==> src/rtl/uart_defs_pkg.sv <==
// Shared UART definitions: FSM state encodings and parameter legality helpers.
// Imported by the transmitter and its FIFO; intended for reuse by a receive path.
package uart_defs;

    typedef enum logic [1:0] {
        IDLE  = 2'd0,
        START = 2'd1,
        DATA  = 2'd2,
        STOP  = 2'd3
    } uart_state_t;

    function automatic bit is_pow2(input int value);
        return (value > 0) && ((value & (value - 1)) == 0);
    endfunction

    function automatic bit params_legal(input int data_w, input int fifo_depth,
                                        input int clks_per_bit, input int stop_bits);
        return (data_w >= 5) && (data_w <= 9) &&
               (fifo_depth >= 2) && is_pow2(fifo_depth) &&
               (clks_per_bit >= 2) &&
               ((stop_bits == 1) || (stop_bits == 2));
    endfunction

endpackage

==> src/rtl/uart_sync_fifo.sv <==
// Synchronous circular FIFO with registered level/full/empty flags.
// Read data is the current head entry; rd_en pops it at the next edge.
module uart_sync_fifo
    import uart_defs::*;
#(
    parameter int DATA_W     = 8,
    parameter int FIFO_DEPTH = 16
) (
    input  logic                          clock,
    input  logic                          reset_n,
    input  logic                          wr_en,
    input  logic [DATA_W-1:0]             wr_data,
    input  logic                          rd_en,
    output logic [DATA_W-1:0]             rd_data,
    output logic [$clog2(FIFO_DEPTH):0]   level,
    output logic                          full,
    output logic                          empty
);

    localparam int AW = $clog2(FIFO_DEPTH);
    localparam int LW = AW + 1;

    if (!is_pow2(FIFO_DEPTH) || FIFO_DEPTH < 2) begin : g_depth_check
        $error("uart_sync_fifo: FIFO_DEPTH must be a power of two and at least 2");
    end

    logic [DATA_W-1:0] mem [FIFO_DEPTH];
    logic [AW-1:0]     wr_ptr;
    logic [AW-1:0]     rd_ptr;
    logic [LW-1:0]     level_d;
    logic              wr_ok;
    logic              rd_ok;

    // Refusal is decided on the registered flags only, so a pop in the same
    // cycle never frees a slot for a write presented while full.
    assign wr_ok   = wr_en && !full;
    assign rd_ok   = rd_en && !empty;
    assign rd_data = mem[rd_ptr];

    always_comb begin
        level_d = level;
        case ({wr_ok, rd_ok})
            2'b10:   level_d = level + LW'(1);
            2'b01:   level_d = level - LW'(1);
            default: level_d = level;
        endcase
    end

    always_ff @(posedge clock) begin
        if (wr_ok) begin
            mem[wr_ptr] <= wr_data;
        end
    end

    always_ff @(posedge clock) begin
        if (!reset_n) begin
            wr_ptr <= '0;
            rd_ptr <= '0;
            level  <= '0;
            full   <= 1'b0;
            empty  <= 1'b1;
        end else begin
            if (wr_ok) begin
                wr_ptr <= wr_ptr + AW'(1);
            end
            if (rd_ok) begin
                rd_ptr <= rd_ptr + AW'(1);
            end
            level <= level_d;
            full  <= (level_d == LW'(FIFO_DEPTH));
            empty <= (level_d == '0);
        end
    end

endmodule

==> src/rtl/uart_tx_buffered.sv <==
// Buffered UART transmitter: queues core writes in a FIFO and serialises them
// LSB first with a start bit and STOP_BITS stop bits; all outputs registered.
//
//   state | meaning
//   IDLE  | line high, waiting for a queued byte
//   START | start bit, line low for one bit period
//   DATA  | shifting out DATA_W payload bits, LSB first
//   STOP  | line high for STOP_BITS bit periods; done on the last cycle
module uart_tx_buffered
    import uart_defs::*;
#(
    parameter int DATA_W       = 8,
    parameter int FIFO_DEPTH   = 16,
    parameter int CLKS_PER_BIT = 16,
    parameter int STOP_BITS    = 1
) (
    input  logic                          clock,
    input  logic                          reset_n,
    input  logic                          wr_en,
    input  logic [DATA_W-1:0]             wr_data,
    output logic                          full,
    output logic                          overflow,
    output logic [$clog2(FIFO_DEPTH):0]   level,
    output logic                          tx,
    output logic                          busy,
    output logic                          done
);

    localparam int STOP_CYC = CLKS_PER_BIT * STOP_BITS;
    localparam int CNT_W    = $clog2(STOP_CYC) + 1;
    localparam int IDX_W    = $clog2(DATA_W);

    localparam logic [CNT_W-1:0] BIT_LAST  = CNT_W'(CLKS_PER_BIT - 1);
    localparam logic [CNT_W-1:0] STOP_LAST = CNT_W'(STOP_CYC - 1);
    localparam logic [IDX_W-1:0] IDX_LAST  = IDX_W'(DATA_W - 1);

    if (!params_legal(DATA_W, FIFO_DEPTH, CLKS_PER_BIT, STOP_BITS)) begin : g_param_check
        $error("uart_tx_buffered: illegal DATA_W/FIFO_DEPTH/CLKS_PER_BIT/STOP_BITS");
    end

    uart_state_t       state_q;
    uart_state_t       state_d;
    logic [CNT_W-1:0]  cnt_q;
    logic [CNT_W-1:0]  cnt_d;
    logic [IDX_W-1:0]  idx_q;
    logic [IDX_W-1:0]  idx_d;
    logic [DATA_W-1:0] shift_q;
    logic [DATA_W-1:0] shift_d;
    logic              pop;
    logic              tx_d;
    logic              busy_d;
    logic              done_d;

    logic [DATA_W-1:0] fifo_rd_data;
    logic              fifo_empty;
    logic              fifo_full;

    uart_sync_fifo #(
        .DATA_W     (DATA_W),
        .FIFO_DEPTH (FIFO_DEPTH)
    ) u_fifo (
        .clock   (clock),
        .reset_n (reset_n),
        .wr_en   (wr_en),
        .wr_data (wr_data),
        .rd_en   (pop),
        .rd_data (fifo_rd_data),
        .level   (level),
        .full    (fifo_full),
        .empty   (fifo_empty)
    );

    assign full = fifo_full;

    always_ff @(posedge clock) begin
        if (!reset_n) begin
            state_q <= IDLE;
            cnt_q   <= '0;
            idx_q   <= '0;
            shift_q <= '0;
        end else begin
            state_q <= state_d;
            cnt_q   <= cnt_d;
            idx_q   <= idx_d;
            shift_q <= shift_d;
        end
    end

    always_comb begin
        state_d = state_q;
        cnt_d   = cnt_q;
        idx_d   = idx_q;
        shift_d = shift_q;
        pop     = 1'b0;
        case (state_q)
            IDLE: begin
                if (!fifo_empty) begin
                    pop     = 1'b1;
                    shift_d = fifo_rd_data;
                    cnt_d   = '0;
                    state_d = START;
                end
            end
            START: begin
                if (cnt_q == BIT_LAST) begin
                    cnt_d   = '0;
                    idx_d   = '0;
                    state_d = DATA;
                end else begin
                    cnt_d = cnt_q + CNT_W'(1);
                end
            end
            DATA: begin
                if (cnt_q == BIT_LAST) begin
                    cnt_d   = '0;
                    shift_d = shift_q >> 1;
                    if (idx_q == IDX_LAST) begin
                        state_d = STOP;
                    end else begin
                        idx_d = idx_q + IDX_W'(1);
                    end
                end else begin
                    cnt_d = cnt_q + CNT_W'(1);
                end
            end
            STOP: begin
                if (cnt_q == STOP_LAST) begin
                    cnt_d = '0;
                    // Chain straight into the next frame so there is no idle gap.
                    if (!fifo_empty) begin
                        pop     = 1'b1;
                        shift_d = fifo_rd_data;
                        state_d = START;
                    end else begin
                        state_d = IDLE;
                    end
                end else begin
                    cnt_d = cnt_q + CNT_W'(1);
                end
            end
            default: state_d = IDLE;
        endcase
    end

    // Outputs are decoded from the next-state values and registered, so they
    // line up with the state they describe.
    always_comb begin
        tx_d   = 1'b1;
        busy_d = (state_d != IDLE);
        done_d = (state_d == STOP) && (cnt_d == STOP_LAST);
        case (state_d)
            START:   tx_d = 1'b0;
            DATA:    tx_d = shift_d[0];
            default: tx_d = 1'b1;
        endcase
    end

    always_ff @(posedge clock) begin
        if (!reset_n) begin
            tx       <= 1'b1;
            busy     <= 1'b0;
            done     <= 1'b0;
            overflow <= 1'b0;
        end else begin
            tx       <= tx_d;
            busy     <= busy_d;
            done     <= done_d;
            overflow <= overflow | (wr_en & fifo_full);
        end
    end

endmodule
==> config.mk <==
export PLATFORM = sky130hd
export DESIGN_NAME = uart_tx_buffered
export DESIGN_NICKNAME = d
export VERILOG_FILES = /design/src/rtl/uart_defs_pkg.sv /design/src/rtl/uart_sync_fifo.sv /design/src/rtl/uart_tx_buffered.sv
export SDC_FILE = /design/constraint.sdc
export NUM_CORES = 1
export LEC_CHECK = 0
export ABC_AREA = 1
export CAP_MARGIN = 10
export CORE_ASPECT_RATIO = 1.1
export CORE_MARGIN = 2
export CORE_UTILIZATION = 39
export DETAILED_ROUTE_END_ITERATION = 10
export GPL_TIMING_DRIVEN = 0
export REMOVE_ABC_BUFFERS = 1
export SETUP_SLACK_MARGIN = 0.02
export SKIP_CTS_REPAIR_TIMING = 1
export SLEW_MARGIN = 20
export SYNTH_ARGS = -nofsm -noshare
export SYNTH_HDL_FRONTEND = slang
export SYNTH_SLANG_ARGS = --single-unit
==> constraint.sdc <==
create_clock -name clock -period 4.5 [get_ports clock]
set_clock_uncertainty 0.1 [all_clocks]
set_input_delay 0.45 -clock clock [delete_from_list [all_inputs] [get_ports clock]]
set_output_delay 0.45 -clock clock [all_outputs]
set_load 0.005 [all_outputs]
-- Word-level counts from Yosys, hierarchy flattened
Memories as Yosys holds them, arrays and structs flattened. A register that Yosys moved wholly into a read port is not among the register bits.
Index checks and enable logic that the tools add are counted.
- bitwise logic cells: 2
- equality and inequality tests: 16
- add/sub/neg operators: 6
- reductions and logical operators: 13
- multiplexer cells: 27
- multiply operators: 0
- $lt $le $gt $ge: 0
- div/mod/pow operators: 0
- shift operators: 0
- operators with widths (operator ; count):
    2-to-1 mux 8 bit ; 3
    case mux 8 bit (3 select lines) ; 1
    case mux 5 bit (2 select lines) ; 2
    adder 5 x 1 -> 5 bit, second input constant ; 2
    == test 2 bit, second input constant ; 5
    == test 5 x 4 -> 1 bit, second input constant ; 2
    2-to-1 mux 2 bit ; 5
    2-to-1 mux 5 bit ; 2
    2-to-1 mux 3 bit ; 3
    adder 4 x 1 -> 4 bit, second input constant ; 2
    2-to-1 mux 4 bit ; 2
    inequality test 2 bit, second input constant ; 4
    case mux 2 bit (4 select lines) ; 1
    == test 2 x 1 -> 1 bit, second input constant ; 3
    case mux 3 bit (2 select lines) ; 1
    == test 5 bit, second input constant ; 1
    zero test 5 bit ; 1
    2-to-1 mux 1 bit ; 5
    subtractor 5 x 1 -> 5 bit, second input constant ; 1
    case mux 1 bit (2 select lines) ; 2
    AND reduction 4 bit ; 1
    nonzero test 2 bit ; 2
    adder 3 x 1 -> 3 bit, second input constant ; 1
    == test 3 bit, second input constant ; 1
    8 further kinds ; 11
- bits in writable memories: 128
- bits in read-only memories: 0
- memories: 1
- logic and storage cells: 79
- bits in latches: 0
- register bits after elaboration: 37
- memories (memory ; words ; width ; read ports ; clocked after Yosys merged registers in ; write ports ; RTL line ; RTL):
    u_fifo.mem ; 16 ; 8 ; 1 ; 1 ; 1 ; uart_sync_fifo.sv:27 ; logic [DATA_W-1:0] mem [FIFO_DEPTH];

-- Logic depth before layout (Yosys ltp)
Gate-level depths: netlist (run 1).
- depth in word-level cells: 7
- mapped depth: 21

-- Modules after synthesis
Synthesis (run 1) repeated with hierarchy kept, for this count alone.
- cell total of the unflattened synthesis: 680
- area, all modules: 7516.0 um2
- by module, submodules not included (module ; cells each ; instances ; area an instance (um2)):
    uart_sync_fifo ; 492 ; 1 ; 6198.4
    uart_tx_buffered ; 188 ; 1 ; 1317.5

-- Worst setup path after synthesis (run 1)
OpenSTA, ideal clock, no wires.
- path kind: register to register
- start point: register cnt_q[0]
- end point: register u_fifo.full
- slack: 1.904 ns
- required time: 4.287 ns
- data arrival time: 2.382 ns
- buffers on the path: 0
- setup time: 0.113 ns
- cell stages (with the launch flop): 21
- cell sequence: dfxtp_1 > ha_1 > nand2_2 > nor2_4 > nand2_4 > inv_4 > a21oi_4 > inv_2 > nand2_4 > clkinv_2 > ha_1 > xor2_1 > ha_1 > o21ai_1 > nor2_1 > nand2_1 > nand3_1 > nand2_1 > nand2_1 > nand2_1 > nor2_1
- word-level cells in the longest chain between the ends: 7
- RTL lines (element ; RTL line ; RTL):
    from (decl) ; uart_tx_buffered.sv:43 ; logic [CNT_W-1:0] cnt_q;
    from (signal assigned) ; uart_tx_buffered.sv:83 ; cnt_q <= cnt_d;
    == test 5 x 4 -> 1 bit * ; uart_tx_buffered.sv:127 ; if (cnt_q == STOP_LAST) begin
    2-to-1 mux 1 bit * ; uart_tx_buffered.sv:127 ;
    case mux 1 bit (2 select lines) * ; uart_tx_buffered.sv:95 ; case (state_q)
    logical AND 1 bit * ; uart_sync_fifo.sv:37 ; assign rd_ok = rd_en && !empty;
    == test 2 x 1 -> 1 bit or == test 2 bit (tied branches) ; uart_sync_fifo.sv:42 ; case ({wr_ok, rd_ok})
    case mux 5 bit (2 select lines) * ; uart_sync_fifo.sv:42 ;
    == test 5 bit * ; uart_sync_fifo.sv:70 ; full <= (level_d == LW'(FIFO_DEPTH));
    to (signal assigned) ; uart_sync_fifo.sv:70 ;
    to (decl) ; uart_sync_fifo.sv:16 ; output logic full,
Mark *: on every way between the ends. The rest lies on a longest branch, timed or not.
A chain may end at the register's enable or synchronous reset.

-- Worst setup path in the final report (run 1)
- start point: register state_q[1]
- end point: register u_fifo.empty
- word-level cells in the longest chain between the ends: 6
- RTL lines (element ; RTL line ; RTL):
    from (decl) ; uart_tx_buffered.sv:41 ; uart_state_t state_q;
    from (signal assigned) ; uart_tx_buffered.sv:82 ; state_q <= state_d;
    == test 2 bit or zero test 2 bit (tied branches) ; uart_tx_buffered.sv:95 ;
    case mux 1 bit (2 select lines) * ; uart_tx_buffered.sv:95 ;
    logical AND 1 bit * ; uart_sync_fifo.sv:37 ;
    == test 2 x 1 -> 1 bit or == test 2 bit (tied branches) ; uart_sync_fifo.sv:42 ;
    case mux 5 bit (2 select lines) * ; uart_sync_fifo.sv:42 ;
    zero test 5 bit * ; uart_sync_fifo.sv:71 ; empty <= (level_d == '0);
    to (signal assigned) ; uart_sync_fifo.sv:71 ;
    to (decl) ; uart_sync_fifo.sv:17 ; output logic empty
Marks and branches as above.

==> results of run 1 <==
==> cell type report <==
type	count	share of cell area (%)
multi-input combinational	473	27.33
sequential	169	55.37
clock inverter	11	1.187
inverter	90	4.080
timing repair buffer	22	3.027
tap	247	3.665
clock buffer	21	5.341
==> worst max-delay path, cell delays in order (launching register included) <==
cell      delay [ns]
dfxtp_1         0.47
inv_1           0.16
ha_1            0.24
a21oi_4         0.21
inv_2           0.08
nand2_4         0.10
clkinv_2        0.10
ha_1            0.27
xor2_1          0.20
ha_1            0.20
o21ai_1         0.24
nand3_1         0.09
o21ai_0         0.12
nor2_1          0.07
nand3_1         0.11
o21ai_1         0.07
==> power breakdown <==
part,switching (mW),internal [mW]
clock,0.590,0.777
combinational,0.801,0.449
sequential,0.126,1.79
==> sequential cells by signal (all words and copies together) (netlist names), named ones only <==
name and flops:
state_q 2, overflow 1, u_fifo.mem 128, u_fifo.empty 1, u_fifo.rd_ptr 4, done 1
busy 1, tx 1, cnt_q 5, u_fifo.full 1, u_fifo.level 5, u_fifo.wr_ptr 4
idx_q 3, shift_q 8
==> logic make-up after synthesis <==
| family | count (synthesis) | share of synthesized area [%] |
|---|---|---|
| AO/OA/AOI/OAI | 95 | 7.601 |
| XOR/XNOR | 4 | 0.4678 |
| adder cells (fa/ha/maj) | 16 | 2.673 |
| buffers and inverters | 120 | 6.949 |
| flip-flops | 169 | 62.28 |
| multiplexers | 1 | 0.1337 |
| AND/OR/NAND/NOR | 357 | 19.90 |
==> synthesized netlist by cell type, types with 2 or more instances <==
library cell / number / area [µm²]
nand4_1: 2 / 12.51
buf_2: 16 / 80.08
a21oi_1: 23 / 115.1
nand2_1: 173 / 649.4
o211ai_1: 14 / 105.1
nor3_1: 3 / 15.01
dfxtp_1: 41 / 820.8
inv_2: 4 / 15.01
nand2_2: 2 / 12.51
nand3_1: 74 / 370.4
a22oi_1: 2 / 15.01
a21oi_2: 2 / 17.52
nand3b_1: 2 / 15.01
ha_1: 16 / 200.2
clkbuf_1: 5 / 18.77
o211ai_2: 3 / 37.54
edfxtp_1: 128 / 3844
buf_4: 4 / 30.03
xor2_1: 3 / 26.28
inv_1: 83 / 311.6
nand2_4: 2 / 22.52
nor2_1: 95 / 356.6
o22ai_1: 2 / 12.51
o21ai_0: 33 / 165.2
buf_6: 4 / 45.04
o21ai_1: 12 / 60.06
==> worst max-delay path by stage <==
| stage | start | end | slack (ns) |
|---|---|---|---|
| final | state_q[1] | u_fifo.empty | 1.53 |
| after global routing | state_q[1] | u_fifo.empty | 1.16 |
| after CTS | state_q[1] | u_fifo.empty | 1.52 |
| after detailed placement | wr_en | u_fifo.empty | 1.46 |
| after global placement | register | shift_q[7] | -0.32 |
| after floorplan | register | shift_q[1] | 1.50 |
==> per-layer routing <==
metal	vias up	wire, µm	GRT usage [%]
met1	2383	6948	20.51
li1	2567	-	-
met4	0	323	5.938
met3	19	673	3.840
met5	-	0	0
met2	103	7744	27.44
==> results_dict.tcl, run 1 <==
set metrics [dict create \
    cts_buffers 17 \
    synth_cell_types 40 \
    clk_pin_slew_ns 0.06 \
    dr_total_vias 5072 \
    nFillCells 1842 \
    firstDrtPassIters 5 \
    ant_nets 0 \
    hpwlAfterDp_mm 9.739 \
    die_area_mm2 0.02033 \
    worstSkewPairLatency_ns 0.43 \
    clock.fmax_mhz 336.3 \
    layout_worst_path_cycle_share_pct 66.08 \
    synthArstFlopShare_pct 0 \
    status "completed" \
    ys_ff_latch 169 \
    place.gp.congestion 0.7880 \
    synth_area_mm2 0.007490 \
    route.detailed.drc 0 \
    fin_area_mm2 0.008433 \
    layout_common_cells "nand2_1 (173), edfxtp_1 (128), nor2_1 (95)" \
    synthFlopType "edfxtp_1" \
    finalSetupTns_ns 0 \
    syn_inst 762 \
    rr_worst_depth 15 \
    track_usage_pct 16.33 \
    place_area_mm2 0.007883 \
    wire_per_inst_um 15.19 \
    routed_wirelength_mm 15.69 \
    power_mw 4.530 \
    holdPathStages 2 \
    relSlewSlack_pct 35.29 \
    timing_worst_setup_path_type "register to register" \
    synth_edf_count 128 \
    utilization_pct 44.46 \
    portBuffers 20 \
    crit_path_end_kind "register" \
    nNetsFinal 800 \
    hold_class "register to register" \
    hold_viol 0 \
    peakVddDrop_mv 0.3320 \
    grt_pass1_vias 4724 \
    ys_warn_count 0 \
    diodes 0 \
    tightest_slew_ns 0.9671 \
    holdWs_ns 0.3716 \
    cp_max_fo 8 \
    instances_no_fill 1033 \
    cts_max_level 4 \
    syn_to_final_growth_pct 12.60 \
    num_rows 53 \
    r2r_end "u_fifo.empty" \
    worst_ep_required_time_ns 4.69 \
    hp-start "shift_q[2]" \
    multi_input_area_mm2 0.002305 \
    grt-ovfl-total 0 \
    drive_gt1_share_pct 6.616 \
    regArea_mm2 0.004669 \
    cp-start-kind "register" \
    cts_tree "built" \
    p_leak_nw 3.244 \
    drv_slew 0 \
    cts_sinks 169 \
    rr_startpoint "state_q[1]" \
    start_util_pct 39.49 \
    placed_cells 1001 \
    maxCapViolCount 0 \
    num_io_pins 21 \
    via_per_inst 4.910 \
    synth_seq_area_share_pct 62.28 \
    dieWidth_um 136.1 \
    antenna_found_initial 0 \
    placeableCoreArea_mm2 0.01897 \
    setup_violations 0 \
    dpl_worst_slack_ns 1.459 \
    grt_start_max_net_pins 61 \
    fin_ws_ns 1.527 \
    syn-mean-instance-area_um2 9.829 \
    cp.arrival_ns 3.16 \
    mostFrequentLayoutCell "nand2_1" \
    grt_pass1_wl_mm 24.82 \
    drtIter0Drc 413 \
    cts_max_path_buffers 2 \
    die_h_um 149.3 \
    min_to "shift_q[2]" \
    power_density_mw_per_mm2 537.1 \
    grt_setup_unrepaired "no" \
    cts_root_buffer "clkbuf_16" \
    min_period_ns 2.973 \
    r2r_slack_ns 1.53 \
]
Power figures use the tool's default switching activity.
==> inputs of run 2 (changes only) <==
clock period = 2.9 ns   (was 4.5 ns; I/O delays follow)
==> results_dict.tcl, run 2 (synthesized netlist as in run 1, its figures left out) <==
set metrics [dict create \
    cts_max_level 4 \
    syn_to_final_growth_pct 13.21 \
    ant_nets 0 \
    crit_path_end_kind "register" \
    place.gp.congestion 0.7880 \
    min_period_ns 2.653 \
    layout_worst_path_cycle_share_pct 91.47 \
    grt_pass1_wl_mm 24.82 \
    nFillCells 1838 \
    cts_root_buffer "clkbuf_16" \
    relSlewSlack_pct 33.06 \
    hold_viol 0 \
    hp-start "shift_q[2]" \
    clk_pin_slew_ns 0.06 \
    cts_buffers 17 \
    setup_violations 0 \
    regMostFlops "u_fifo.mem" \
    maxCapViolCount 0 \
    multi_input_area_mm2 0.002333 \
    mostFrequentLayoutCell "nand2_1" \
    holdPathStages 2 \
    cp_slowest_cell "dfxtp_1" \
    clock.fmax_mhz 377.0 \
    worstSkewPairLatency_ns 0.44 \
    tightest_slew_ns 1.000 \
    placed_cells 1001 \
    route.detailed.drc 0 \
    drtIter0Drc 420 \
    r2r_slack_ns 0.25 \
    largest_register_ffs 128 \
    drive_gt1_share_pct 7.614 \
    regArea_mm2 0.004671 \
    timing_worst_setup_path_type "register to register" \
    pwr-share-clk_pct 29.9 \
    dieWidth_um 136.1 \
    r2r_end "u_fifo.empty" \
    drv_slew 0 \
    p_leak_nw 3.250 \
    dr_total_vias 5086 \
    min_to "shift_q[2]" \
    hold_class "register to register" \
    worst_ep_required_time_ns 3.14 \
    die_h_um 149.3 \
    instances_no_fill 1035 \
    critPathMaxStageDelay_ns 0.38 \
    rr_startpoint "cnt_q[0]" \
    p_int_mw 4.703 \
    cts_sinks 169 \
    cp_top_family "adder cells" \
    cp.arrival_ns 2.90 \
    grt-ovfl-total 0 \
    hpwlAfterDp_mm 9.739 \
    grt_start_max_net_pins 61 \
    portBuffers 20 \
    top_regs "u_fifo.mem x128, shift_q x8" \
    firstDrtPassIters 5 \
    pwr-share-comb_pct 28.0 \
    num_io_pins 21 \
    peakVddDrop_mv 0.5203 \
    num_rows 53 \
    cp-start-kind "register" \
    status "completed" \
    layout_common_cells "nand2_1 (173), edfxtp_1 (128), nor2_1 (95)" \
    pwr-share-seq_pct 42.1 \
    placeableCoreArea_mm2 0.01897 \
    routed_wirelength_mm 15.74 \
    cts_tree "built" \
    finalSetupTns_ns 0 \
    crit_chain "ha_2 > nand2_2 > nor2_4 > nand2_4 > inv_4 > a21oi_4 > inv_2 > nand2_4 > inv_4 > ha_4 > xor2_2 > ha_2 > mux2i_1 > nand2_1 > nor2_1 > nand3_1 > o21ai_1" \
    critPathBufInv 3 \
    track_usage_pct 16.33 \
    die_area_mm2 0.02033 \
    p_sw_share_pct 33.48 \
    cts_max_path_buffers 2 \
    p_switching_mw 2.368 \
    diodes 0 \
    via_per_inst 4.914 \
    grt_pass1_vias 4724 \
    power_density_mw_per_mm2 833.8 \
    rr_worst_depth 17 \
    cp_max_fo 6 \
    antenna_found_initial 0 \
    start_util_pct 39.49 \
    wire_per_inst_um 15.20 \
    nNetsFinal 802 \
]
==> run 2: changes by cell type in the layout (fill, tap and decap cells not counted), sizes merged <==
cell / delta
buf: +2
clkinv: -1
inv: +1
==> run 2: power groups by stage <==
stage	logic [mW]	clock network, mW	registers, mW
3_3_place_gp	1.76	0	3.14
5_1_grt	2.25	2.25	2.99
4_1_cts	1.96	2.14	2.97
2_1_floorplan	1.25	0	3.03
3_5_place_dp	1.95	0	3.02
6_report	1.98	2.12	2.97
==> run 2: final cells by class <==
type / instances / area share [%]
sequential: 169 / 55.08
inverter: 90 / 4.073
clock buffer: 21 / 5.312
tap: 247 / 3.645
clock inverter: 11 / 1.180
timing repair buffer: 24 / 3.187
multi-input combinational: 473 / 27.52
==> run 2: metal layers <==
layer,share of wire (%),track usage (%)
met1,45,20.51
met2,50,27.44
met3,3.9,3.840
met4,2.0,5.938
met5,0,0
==> run 2: worst max-delay path by stage <==
stage / startpoint / to / depth (start not counted)
floorplan: register / shift_q[1] / 9
global placement: register / shift_q[7] / 9
detailed placement: state_q[1] / u_fifo.empty / 15
CTS: state_q[1] / u_fifo.empty / 15
global route: cnt_q[0] / u_fifo.empty / 19
finish: cnt_q[0] / u_fifo.empty / 17
==> run 2: worst reg2reg max path, stage by stage, from the launching register on <==
cell and delay, ns:
dfxtp_1 0.38, ha_2 0.21, nand2_2 0.07, nor2_4 0.11, nand2_4 0.09, inv_4 0.10, a21oi_4 0.07, inv_2 0.08
nand2_4 0.07, inv_4 0.10, ha_4 0.17, xor2_2 0.16, ha_2 0.29, mux2i_1 0.17, nand2_1 0.08, nor2_1 0.11
nand3_1 0.10, o21ai_1 0.13
==> run 2: stage by stage <==
step                      power, mW  area (µm²)  hold WS (ns)  utilization, %  worst slack (ns)
final                         7.070        8479        0.3684           44.71            0.2474
after global routing          7.486        8479        0.3865           44.71         -0.003775
after CTS                     7.075        8433        0.3695           44.46          -0.07945
after detailed placement      4.970        7883        0.3607           41.56          -0.06946
after global placement        4.899        7820        0.3534           41.23            -1.916
after floorplan               4.279        7311        0.2700               -           -0.1004
==> inputs of run 3 (changes only) <==
CELL_PAD_IN_SITES_DETAIL_PLACEMENT = 0   (was not set)
CELL_PAD_IN_SITES_GLOBAL_PLACEMENT = 2   (was not set)
CTS_BUF_LIST = sky130_fd_sc_hd__clkbuf_8 sky130_fd_sc_hd__clkbuf_16   (was not set)
PLACE_DENSITY_LB_ADDON = 0.1   (was not set)
==> results_dict.tcl, run 3 (synthesized netlist as in run 1, its figures left out) <==
set metrics [dict create \
    cp_max_fo 6 \
    critPathMaxStageDelay_ns 0.33 \
    grt-ovfl-total 0 \
    crit_chain "ha_2 > nand2_4 > nor2_4 > nand2_4 > inv_4 > a21oi_4 > inv_2 > nand2_4 > inv_4 > ha_4 > xor2_2 > ha_2 > nor2_1 > o21ai_0 > nand3_1 > o21ai_1 > nor2_1 > nand3_1 > o21ai_2" \
    drive_gt1_share_pct 8.449 \
    num_io_pins 21 \
    cp_top_family "simple AND/OR/NAND/NOR gates" \
    maxCapViolCount 0 \
    routed_wirelength_mm 16.82 \
    hold_viol 0 \
    layout_common_cells "nand2_1 (173), edfxtp_1 (128), nor2_1 (94)" \
    grt_pass1_vias 4958 \
    cp-start-kind "register" \
    hold_class "register to register" \
    layout_worst_path_cycle_share_pct 91.72 \
    nNetsFinal 807 \
    firstDrtPassIters 4 \
    wl_met3_um 475 \
    place_area_mm2 0.007875 \
    dieWidth_um 136.1 \
    grt_pass1_wl_mm 26.78 \
    dr_total_vias 5071 \
    cp_slowest_cell "dfxtp_2" \
    wire_per_inst_um 16.18 \
    timing_worst_setup_path_type "register to register" \
    via_per_inst 4.876 \
    utilization_pct 45.01 \
    start_util_pct 39.49 \
    die_area_mm2 0.02033 \
    regMostFlops "u_fifo.mem" \
    drv_slew 0 \
    ant_nets 0 \
    peakVddDrop_mv 0.4022 \
    diodes 0 \
    drtIter0Drc 329 \
    min_period_ns 2.660 \
    fin_area_mm2 0.008537 \
    p_leak_nw 3.290 \
    place.gp.congestion 0.7711 \
    setup_violations 0 \
    route.detailed.drc 0 \
    cp.arrival_ns 2.91 \
    track_usage_pct 17.62 \
    top_regs "u_fifo.mem x128, shift_q x8" \
    die_h_um 149.3 \
    worst_ep_required_time_ns 3.15 \
    top_layer "met4" \
    cts_sinks 169 \
    cts_max_path_buffers 2 \
    critPathBufInv 3 \
    status "completed" \
    power_density_mw_per_mm2 837.9 \
    placeableCoreArea_mm2 0.01897 \
    route.met2.wl_mm 8.618 \
    worstSkewPairLatency_ns 0.42 \
    grt_setup_unrepaired "no" \
    syn_to_final_growth_pct 13.98 \
    clock.fmax_mhz 375.9 \
    mostFrequentLayoutCell "nand2_1" \
    cts_root_buffer "clkbuf_16" \
    hpwlAfterDp_mm 10.76 \
    antenna_found_initial 0 \
    cpMostUsedCell "nand2_4" \
    largest_register_ffs 128 \
    grt_start_max_net_pins 61 \
    clk_pin_slew_ns 0.06 \
    relSlewSlack_pct 31.10 \
    tightest_slew_ns 1.030 \
    cts_max_level 4 \
    portBuffers 20 \
    crit_path_end_kind "register" \
    cts_buffers 17 \
    num_rows 53 \
    drt-met1-wl_mm 7.538 \
    cts_tree "built" \
]
run 3: through the flow:
stage                     setup slack, ns  setup TNS [ns]  std cells  total power, mW  hold WS (ns)
after floorplan                   -0.1004         -0.6241        732            4.279        0.2700
after global placement             -2.054          -18.35        999            4.926        0.3540
after detailed placement          -0.1425         -0.3268       1001            4.976        0.3595
after CTS                         -0.1615         -0.3946       1033            7.148        0.3693
after global routing              0.02361               0       1040            7.622        0.3908
final                              0.2400               0       1040            7.153        0.3652
run 3: area by class of cell:
cell class              instances  area (µm²)
inverters                      90       345.3
well taps                     247       309.0
fillers                      1857       10430
clock inverters                15       140.1
flip-flops and latches        169        4672
multi-input cells             473        2345
repair buffers                 29       300.3
clock buffers                  17       425.4
run 3: worst register-to-register path, stage by stage (launching register included):
cell and delay (ns):
dfxtp_2 0.33, ha_2 0.20, nand2_4 0.07, nor2_4 0.04
nand2_4 0.07, inv_4 0.05, a21oi_4 0.20, inv_2 0.08
nand2_4 0.08, inv_4 0.06, ha_4 0.18, xor2_2 0.18
ha_2 0.19, nor2_1 0.09, o21ai_0 0.09, nand3_1 0.09
o21ai_1 0.08, nor2_1 0.11, nand3_1 0.13, o21ai_2 0.17
run 3: power breakdown:
part	switching, mW	internal (mW)	total (mW)
combinational	1.23	0.755	1.99
sequential	0.232	2.77	3.01
clock	0.904	1.25	2.16
total	2.37	4.78	7.15
run 3: worst paths after layout:
| check | cells past startpoint | from | end | slack [ns] |
|---|---|---|---|---|
| setup / recovery | 19 | cnt_q[0] | u_fifo.empty | 0.24 |
| hold / removal | 2 | cnt_q[4] | cnt_q[4] | 0.37 |
| setup reg to reg | 19 | cnt_q[0] | u_fifo.empty | 0.24 |
| hold reg to reg | 2 | cnt_q[4] | cnt_q[4] | 0.37 |
run 3: metal layers:
metal  track usage (%)  vias up
met2             30.78       65
met3             2.616       13
met5                 0        -
met4             5.417        0
met1             22.50     2422
li1                  -     2571
